### src/rtl/mem_port_arbiter_pkg.sv
// Shared definitions for the single-port memory arbiter.
// Optional debug read port: MEM_ARB_DBG_EN.
package mem_arb_pkg;

  // Owner of the access granted in the previous cycle.
  typedef enum logic [1:0] {
    OWN_NONE = 2'd0,
    OWN_IF   = 2'd1,
    OWN_D    = 2'd2,
    OWN_DBG  = 2'd3
  } owner_e;

  // Legal range of the fetch starvation threshold and its counter width.
  localparam int unsigned STARVE_MAX_MIN = 1;
  localparam int unsigned STARVE_MAX_LIM = 15;
  localparam int unsigned STARVE_CNT_W   = 4;

  // Pull an out-of-range threshold back into the legal range.
  function automatic int unsigned starve_clamp(int unsigned v);
    if (v < STARVE_MAX_MIN) begin
      return STARVE_MAX_MIN;
    end else if (v > STARVE_MAX_LIM) begin
      return STARVE_MAX_LIM;
    end
    return v;
  endfunction

endpackage

### src/rtl/mem_port_arbiter_if.sv
// Request/response bundle between the pipeline, the arbiter and the RAM.
// Debug read signals exist only when MEM_ARB_DBG_EN is defined.
interface mem_port_arbiter_if #(
  parameter int unsigned ADDR_W = 10,
  parameter int unsigned DATA_W = 32
);

  // Fetch port
  logic              if_req;
  logic [ADDR_W-1:0] if_addr;
  logic              if_gnt;
  logic              if_valid;
  logic [DATA_W-1:0] if_rdata;
  logic              if_stall;

  // Load/store port
  logic              d_req;
  logic              d_we;
  logic [ADDR_W-1:0] d_addr;
  logic [DATA_W-1:0] d_wdata;
  logic              d_gnt;
  logic              d_valid;
  logic [DATA_W-1:0] d_rdata;
  logic              d_stall;

`ifdef MEM_ARB_DBG_EN
  // Debug read port
  logic              dbg_req;
  logic [ADDR_W-1:0] dbg_addr;
  logic              dbg_gnt;
  logic              dbg_valid;
  logic [DATA_W-1:0] dbg_rdata;
`endif

  // RAM side
  logic              ram_en;
  logic              ram_we;
  logic [ADDR_W-1:0] ram_addr;
  logic [DATA_W-1:0] ram_wdata;
  logic [DATA_W-1:0] ram_rdata;

`ifdef MEM_ARB_DBG_EN
  // Requesters plus RAM model
  modport master (
    output if_req, if_addr, d_req, d_we, d_addr, d_wdata, dbg_req, dbg_addr, ram_rdata,
    input  if_gnt, if_valid, if_rdata, if_stall, d_gnt, d_valid, d_rdata, d_stall,
    input  dbg_gnt, dbg_valid, dbg_rdata, ram_en, ram_we, ram_addr, ram_wdata
  );

  // Arbiter
  modport slave (
    input  if_req, if_addr, d_req, d_we, d_addr, d_wdata, dbg_req, dbg_addr, ram_rdata,
    output if_gnt, if_valid, if_rdata, if_stall, d_gnt, d_valid, d_rdata, d_stall,
    output dbg_gnt, dbg_valid, dbg_rdata, ram_en, ram_we, ram_addr, ram_wdata
  );
`else
  // Requesters plus RAM model
  modport master (
    output if_req, if_addr, d_req, d_we, d_addr, d_wdata, ram_rdata,
    input  if_gnt, if_valid, if_rdata, if_stall, d_gnt, d_valid, d_rdata, d_stall,
    input  ram_en, ram_we, ram_addr, ram_wdata
  );

  // Arbiter
  modport slave (
    input  if_req, if_addr, d_req, d_we, d_addr, d_wdata, ram_rdata,
    output if_gnt, if_valid, if_rdata, if_stall, d_gnt, d_valid, d_rdata, d_stall,
    output ram_en, ram_we, ram_addr, ram_wdata
  );
`endif

endinterface

### src/rtl/mem_port_arbiter_pick.sv
// Combinational grant picker: M > IF > DBG, except a starved fetch beats M once.
// Debug request/grant exist only when MEM_ARB_DBG_EN is defined.
module mem_arb_pick (
  input  logic if_req,
  input  logic d_req,
`ifdef MEM_ARB_DBG_EN
  input  logic dbg_req,
  output logic dbg_gnt,
`endif
  input  logic starve_hit,
  output logic if_gnt,
  output logic d_gnt
);

  // One-hot grant selection; starve_hit already implies if_req.
  always_comb begin
    if_gnt = 1'b0;
    d_gnt  = 1'b0;
`ifdef MEM_ARB_DBG_EN
    dbg_gnt = 1'b0;
`endif
    if (starve_hit) begin
      if_gnt = 1'b1;
    end else if (d_req) begin
      d_gnt = 1'b1;
    end else if (if_req) begin
      if_gnt = 1'b1;
`ifdef MEM_ARB_DBG_EN
    end else if (dbg_req) begin
      dbg_gnt = 1'b1;
`endif
    end
  end

endmodule

### src/rtl/mem_port_arbiter.sv
// Shares one single-port synchronous RAM between fetch, load/store and (optionally) a
// debug reader. One access per cycle, read data one cycle after grant.
// Define MEM_ARB_DBG_EN to add the debug read port (lowest priority, no starvation guard).
module mem_port_arbiter
  import mem_arb_pkg::*;
#(
  parameter int unsigned ADDR_W     = 10,
  parameter int unsigned DATA_W     = 32,
  parameter int unsigned STARVE_MAX = 3
) (
  input logic               clk,
  input logic               rst_n,
  mem_port_arbiter_if.slave bus
);

  localparam logic [STARVE_CNT_W-1:0] StarveLim = STARVE_CNT_W'(starve_clamp(STARVE_MAX));

  logic [STARVE_CNT_W-1:0] starve_cnt_q, starve_cnt_d;
  owner_e                  owner_q, owner_d;

  logic if_req_g, d_req_g;
  logic if_gnt, d_gnt;
  logic starve_hit;
`ifdef MEM_ARB_DBG_EN
  logic dbg_req_g, dbg_gnt;
`endif

  // Requests are masked during reset so nothing is granted or stalled.
  always_comb begin
    if_req_g   = rst_n & bus.if_req;
    d_req_g    = rst_n & bus.d_req;
`ifdef MEM_ARB_DBG_EN
    dbg_req_g  = rst_n & bus.dbg_req;
`endif
    starve_hit = if_req_g & (starve_cnt_q == StarveLim);
  end

  mem_arb_pick u_pick (
    .if_req     (if_req_g),
    .d_req      (d_req_g),
`ifdef MEM_ARB_DBG_EN
    .dbg_req    (dbg_req_g),
    .dbg_gnt    (dbg_gnt),
`endif
    .starve_hit (starve_hit),
    .if_gnt     (if_gnt),
    .d_gnt      (d_gnt)
  );

  // Starvation count and next owner.
  always_comb begin
    starve_cnt_d = '0;
    if (if_req_g && !if_gnt) begin
      starve_cnt_d = (starve_cnt_q == StarveLim) ? starve_cnt_q : starve_cnt_q + 1'b1;
    end
    owner_d = OWN_NONE;
    if (if_gnt) begin
      owner_d = OWN_IF;
    end else if (d_gnt) begin
      owner_d = OWN_D;
`ifdef MEM_ARB_DBG_EN
    end else if (dbg_gnt) begin
      owner_d = OWN_DBG;
`endif
    end
  end

  // State registers with synchronous reset.
  always_ff @(posedge clk) begin
    if (!rst_n) begin
      starve_cnt_q <= '0;
      owner_q      <= OWN_NONE;
    end else begin
      starve_cnt_q <= starve_cnt_d;
      owner_q      <= owner_d;
    end
  end

  // Requester-side outputs; valids are held low while in reset.
  always_comb begin
    bus.if_gnt   = if_gnt;
    bus.if_stall = if_req_g & ~if_gnt;
    bus.if_valid = rst_n & (owner_q == OWN_IF);
    bus.if_rdata = bus.ram_rdata;
    bus.d_gnt    = d_gnt;
    bus.d_stall  = d_req_g & ~d_gnt;
    bus.d_valid  = rst_n & (owner_q == OWN_D);
    bus.d_rdata  = bus.ram_rdata;
`ifdef MEM_ARB_DBG_EN
    bus.dbg_gnt   = dbg_gnt;
    bus.dbg_valid = rst_n & (owner_q == OWN_DBG);
    bus.dbg_rdata = bus.ram_rdata;
`endif
  end

  // RAM drive muxed from the granted port; only a store grant writes.
  always_comb begin
    bus.ram_wdata = bus.d_wdata;
    bus.ram_we    = d_gnt & bus.d_we;
`ifdef MEM_ARB_DBG_EN
    bus.ram_en    = if_gnt | d_gnt | dbg_gnt;
    bus.ram_addr  = d_gnt ? bus.d_addr : (if_gnt ? bus.if_addr : bus.dbg_addr);
`else
    bus.ram_en    = if_gnt | d_gnt;
    bus.ram_addr  = d_gnt ? bus.d_addr : bus.if_addr;
`endif
  end

endmodule

### src/flat_wrapper.sv
// flat-port wrapper written by rule: the top's interface ports become plain ports
module mem_port_arbiter_flat import mem_arb_pkg::*;
#(
  parameter int unsigned ADDR_W     = 10,
  parameter int unsigned DATA_W     = 32,
  parameter int unsigned STARVE_MAX = 3
)
  (clk, rst_n, bus_if_req, bus_if_addr, bus_d_req, bus_d_we, bus_d_addr, bus_d_wdata, bus_ram_rdata, bus_if_gnt, bus_if_valid, bus_if_rdata, bus_if_stall, bus_d_gnt, bus_d_valid, bus_d_rdata, bus_d_stall, bus_ram_en, bus_ram_we, bus_ram_addr, bus_ram_wdata);
  mem_port_arbiter_if #(.ADDR_W(ADDR_W), .DATA_W(DATA_W)) bus_i ();
  input logic clk;
  input logic rst_n;
  input wire logic [$bits(bus_i.if_req)-1:0] bus_if_req;
  input wire logic [$bits(bus_i.if_addr)-1:0] bus_if_addr;
  input wire logic [$bits(bus_i.d_req)-1:0] bus_d_req;
  input wire logic [$bits(bus_i.d_we)-1:0] bus_d_we;
  input wire logic [$bits(bus_i.d_addr)-1:0] bus_d_addr;
  input wire logic [$bits(bus_i.d_wdata)-1:0] bus_d_wdata;
  input wire logic [$bits(bus_i.ram_rdata)-1:0] bus_ram_rdata;
  output wire logic [$bits(bus_i.if_gnt)-1:0] bus_if_gnt;
  output wire logic [$bits(bus_i.if_valid)-1:0] bus_if_valid;
  output wire logic [$bits(bus_i.if_rdata)-1:0] bus_if_rdata;
  output wire logic [$bits(bus_i.if_stall)-1:0] bus_if_stall;
  output wire logic [$bits(bus_i.d_gnt)-1:0] bus_d_gnt;
  output wire logic [$bits(bus_i.d_valid)-1:0] bus_d_valid;
  output wire logic [$bits(bus_i.d_rdata)-1:0] bus_d_rdata;
  output wire logic [$bits(bus_i.d_stall)-1:0] bus_d_stall;
  output wire logic [$bits(bus_i.ram_en)-1:0] bus_ram_en;
  output wire logic [$bits(bus_i.ram_we)-1:0] bus_ram_we;
  output wire logic [$bits(bus_i.ram_addr)-1:0] bus_ram_addr;
  output wire logic [$bits(bus_i.ram_wdata)-1:0] bus_ram_wdata;
  assign bus_i.if_req = bus_if_req;
  assign bus_i.if_addr = bus_if_addr;
  assign bus_i.d_req = bus_d_req;
  assign bus_i.d_we = bus_d_we;
  assign bus_i.d_addr = bus_d_addr;
  assign bus_i.d_wdata = bus_d_wdata;
  assign bus_i.ram_rdata = bus_ram_rdata;
  assign bus_if_gnt = bus_i.if_gnt;
  assign bus_if_valid = bus_i.if_valid;
  assign bus_if_rdata = bus_i.if_rdata;
  assign bus_if_stall = bus_i.if_stall;
  assign bus_d_gnt = bus_i.d_gnt;
  assign bus_d_valid = bus_i.d_valid;
  assign bus_d_rdata = bus_i.d_rdata;
  assign bus_d_stall = bus_i.d_stall;
  assign bus_ram_en = bus_i.ram_en;
  assign bus_ram_we = bus_i.ram_we;
  assign bus_ram_addr = bus_i.ram_addr;
  assign bus_ram_wdata = bus_i.ram_wdata;
  mem_port_arbiter #(.ADDR_W(ADDR_W), .DATA_W(DATA_W), .STARVE_MAX(STARVE_MAX)) u_core (.clk(clk), .rst_n(rst_n), .bus(bus_i));
endmodule
### config.mk
export PLATFORM = sky130hd
export DESIGN_NAME = mem_port_arbiter_flat
export DESIGN_NICKNAME = d
export VERILOG_FILES = /design/src/rtl/mem_port_arbiter_pkg.sv /design/src/rtl/mem_port_arbiter_if.sv /design/src/rtl/mem_port_arbiter_pick.sv /design/src/rtl/mem_port_arbiter.sv /design/src/flat_wrapper.sv
export SDC_FILE = /design/constraint.sdc
export NUM_CORES = 1
export LEC_CHECK = 0
export ABC_AREA = 1
export ABC_CLOCK_PERIOD_IN_PS = 1800
export CORE_AREA = 2 2 79 81
export DETAILED_ROUTE_END_ITERATION = 12
export DIE_AREA = 0 0 81 83
export GPL_ROUTABILITY_DRIVEN = 0
export PLACE_DENSITY = 0.82
export SETUP_SLACK_MARGIN = 0.3
export SYNTH_ARGS = -nofsm -noshare
export SYNTH_HDL_FRONTEND = slang
export SYNTH_SLANG_ARGS = --single-unit
### constraint.sdc
create_clock -name clk -period 1.8 [get_ports clk]
set_input_delay 0.36 -clock clk [delete_from_list [all_inputs] [get_ports clk]]
set_output_delay 0.36 -clock clk [all_outputs]
set_load 0.02 [all_outputs]
==> impl_metrics.csv <==
group,metric,value,unit
run_status,status,"finished, final reports clean",
timing,tns,0,ps
power_and_ir_drop,power.density,444.3,nW/um^2
timing,maxClockFrequency,596.3,MHz
grt,grt_pass1_vias,803,
clock_tree,ctsHoldBuffers,0,
floorplanning,fp.coreArea,5816,sq um
clock_tree,root_buffer,"clkbuf_8",
timing,final_max_slew_viol_count,0,
setup_path,crit_slowest_cell,"dfxtp_2",
setup_path,critPathTopFamily,"flip-flops",
placed_design,pre_cts_ws,-654.1,ps
timing,period_minus_slack,1677,ps
final_layout,fillers,655,
timing,finalSetupViolCount,0,
synthesis,synth_cells,167,
grt,grt_overflow,0,
setup_path,crit_buf_inv,2,
route,drc,0,
final_layout,nets,222,
synthesis,yosys_most_used_dff,"dfxtp_1",
final_layout,stdcell_count,205,
grt,grt_pass1_wl,4209,microns
synthesis,yosysMostFrequentCell,"buf_4",
clock_tree,cts_inserted_buffers,3,
synthesis,synthesis.nets,257,
power_and_ir_drop,fin_total_pwr,0.5725,mW
setup_path,worstPathMaxFanout,6,
synthesis,postSynthAreaPerCell,7.043,sq um
timing,clock_skew,2.258,ps
route,drtAntennaViolNets,0,
floorplanning,die_area,6723,sq um
synthesis,yosysUniqueCellTypes,18,
setup_path,cp_cell_sequence,"ha_4 -> nand3_4 -> buf_12 -> nand3_2 -> nand2_2 -> buf_6",
setup_path,endpoint_kind,"output port",
clock_tree,cts_tree,"done",
timing,rsz0062_at_grt,"true",
final_layout,finish.utilization,0.2216,
clock_tree,cts.path.max_buffers,2,
timing,timing.hold.ws,522.8,ps
synthesis,synth_edf_count,0,
setup_path,cp.required,1440,ps
floorplanning,placementRows,28,
placed_design,dp.cells,198,
power_and_ir_drop,leakagePower,0.5750,nW
synthesis,synth.top_cells.by_count,"buf_4 (98), nand2_1 (26), nand3_1 (11)",
synthesis,ys_ff_latch,6,
floorplanning,start_util,0.2022,
synthesis,yosysTopAreaCell,"buf_4",
hold_path,hp-class,"register to register",
setup_path,arrival,1320,ps
route,dr.pass1.iters,4,
synthesis,ys_warn_count,0,
placed_design,dp_hpwl,2130,microns
route,drt-initial-drc-count,13,
setup_path,crit_path_start_kind,"register",
synthesis,syn_area,1176,sq um
setup_path,crit_type,"register to output port",
grt,grt_util_all_layers,0.08339,
floorplanning,fp.dieW,81,microns
placed_design,postPlaceCellArea,1059,sq um
final_layout,syn_to_final_growth,9.575,%
final_layout,diodes,0,
setup_path,slowest_delay,340,ps
route,routed_via_density,3.883,
synthesis,yosysSeqAreaShare,0.1021,
timing,timing.final.ws_setup,123.1,ps
route,drt-total-wl,2877,microns
final_layout,drive_above_1_share,0.5615,
clock_tree,cts_sinks,6,
floorplanning,io_pins,203,
power_and_ir_drop,max-vdd-ir-drop,0.2588,mV
clock_tree,h-tree-depth,1,
route,vias,796,
synthesis,yosysTopAreaCellShare,0.6255,
route,wl_per_cell,14.03,microns
grt,grt_max_degree,14,
run,cap_viol_max_count,0,
synthesis,async_flop_share,0,
final_layout,fin_area,1289,sq um
clock_tree,worstSkewPairLatency,220,ps
clock_tree,path_clk_slew,30,ps
timing,tightestPinTransition,213.7,ps
placed_design,port_buffers,42,
timing,maxSlewHeadroom,0.8581,
grt,antenna_found_initial,0,
synthesis,yosys-top-cells-area,"buf_4 (63%), dfxtp_1 (10%), nand2_1 (8.3%)",
timing,hold_violations,0,
floorplanning,die_y,83,microns
timing,finalCritPeriodShare,0.9316,
==> cells by family (layout without fill, tap and decap cells) <==
logic type / Yosys count / in the layout / share of synthesized area
buffers and inverters: 105 / 68 / 0.6553
AND/OR/NAND/NOR: 50 / 50 / 0.2043
flip-flops: 6 / 6 / 0.1021
adder cells (fa/ha/maj): 1 / 1 / 0.01064
AO/OA/AOI/OAI: 3 / 3 / 0.01276
XOR/XNOR: 2 / 2 / 0.01490
==> path summary, 6_finish.rpt <==
check	start	to	slack [ps]	cells past startpoint
max	u_core.starve_cnt_q[0]$_SDFFE_PN0P_	bus_ram_addr[7]	120	6
min	u_core.starve_cnt_q[0]$_SDFFE_PN0P_	u_core.starve_cnt_q[0]$_SDFFE_PN0P_	520	2
max reg2reg	u_core.starve_cnt_q[0]$_SDFFE_PN0P_	u_core.owner_q[1]$_SDFF_PP0_	760	5
min reg2reg	u_core.starve_cnt_q[0]$_SDFFE_PN0P_	u_core.starve_cnt_q[0]$_SDFFE_PN0P_	520	2
==> report_power, final <==
part	total, mW	switching (mW)	internal, mW
Combinational	0.231	0.106	0.125
Sequential	0.140	0.00231	0.137
Clock	0.202	0.0584	0.144
==> cell usage in the layout, fill, tap and decap left out, drive strengths merged, types with 2 or more instances in the layout <==
cell | synthesis | final
inv | 5 | 6
nand2 | 28 | 28
nor2 | 8 | 8
dfxtp | 6 | 6
a21oi | 3 | 3
clkbuf | 0 | 4
buf | 99 | 33
dlygate4sd2 | 0 | 2
nand3 | 14 | 14
clkdlybuf4s50 | 0 | 21
==> repair_timing <==
item,4_1_cts,5_1_grt
pin swaps,10,9
gates resized for setup,108,27
cloned,2,0
setup endpoints to repair,18,16
buffers inserted,2,0
==> worst min-delay path, cell delays in order, from the launching register on <==
cell and delay [ps]:
dfxtp_2 340, buf_4 110, nor2_1 30
==> state kept, by name, summed over array words and instances, names as in the netlist <==
signal / cells
u_core.starve_cnt_q: 4
u_core.owner_q: 2
==> per-layer routing <==
layer / up-vias / part of all wire / track usage
met5: - / 0 / 0
met4: 0 / 0.11 / 0.08629
met3: 50 / 0.15 / 0.05978
met2: 59 / 0.47 / 0.1247
met1: 341 / 0.27 / 0.06689
li1: 346 / - / -
==> area by class of cell <==
cell class                      instances  area (sq um)  area share
Clock buffer                            3         41.29     0.03204
Inverter                                6         27.53     0.02136
Multi-Input combinational cell         56         410.4      0.3184
Sequential cell                         6         123.9     0.09612
Tap cell                               75         93.84     0.07282
Timing Repair Buffer                   58         584.3      0.4534
Timing Repair inverter                  1         7.507    0.005825
(Power assumes the default switching activity.)
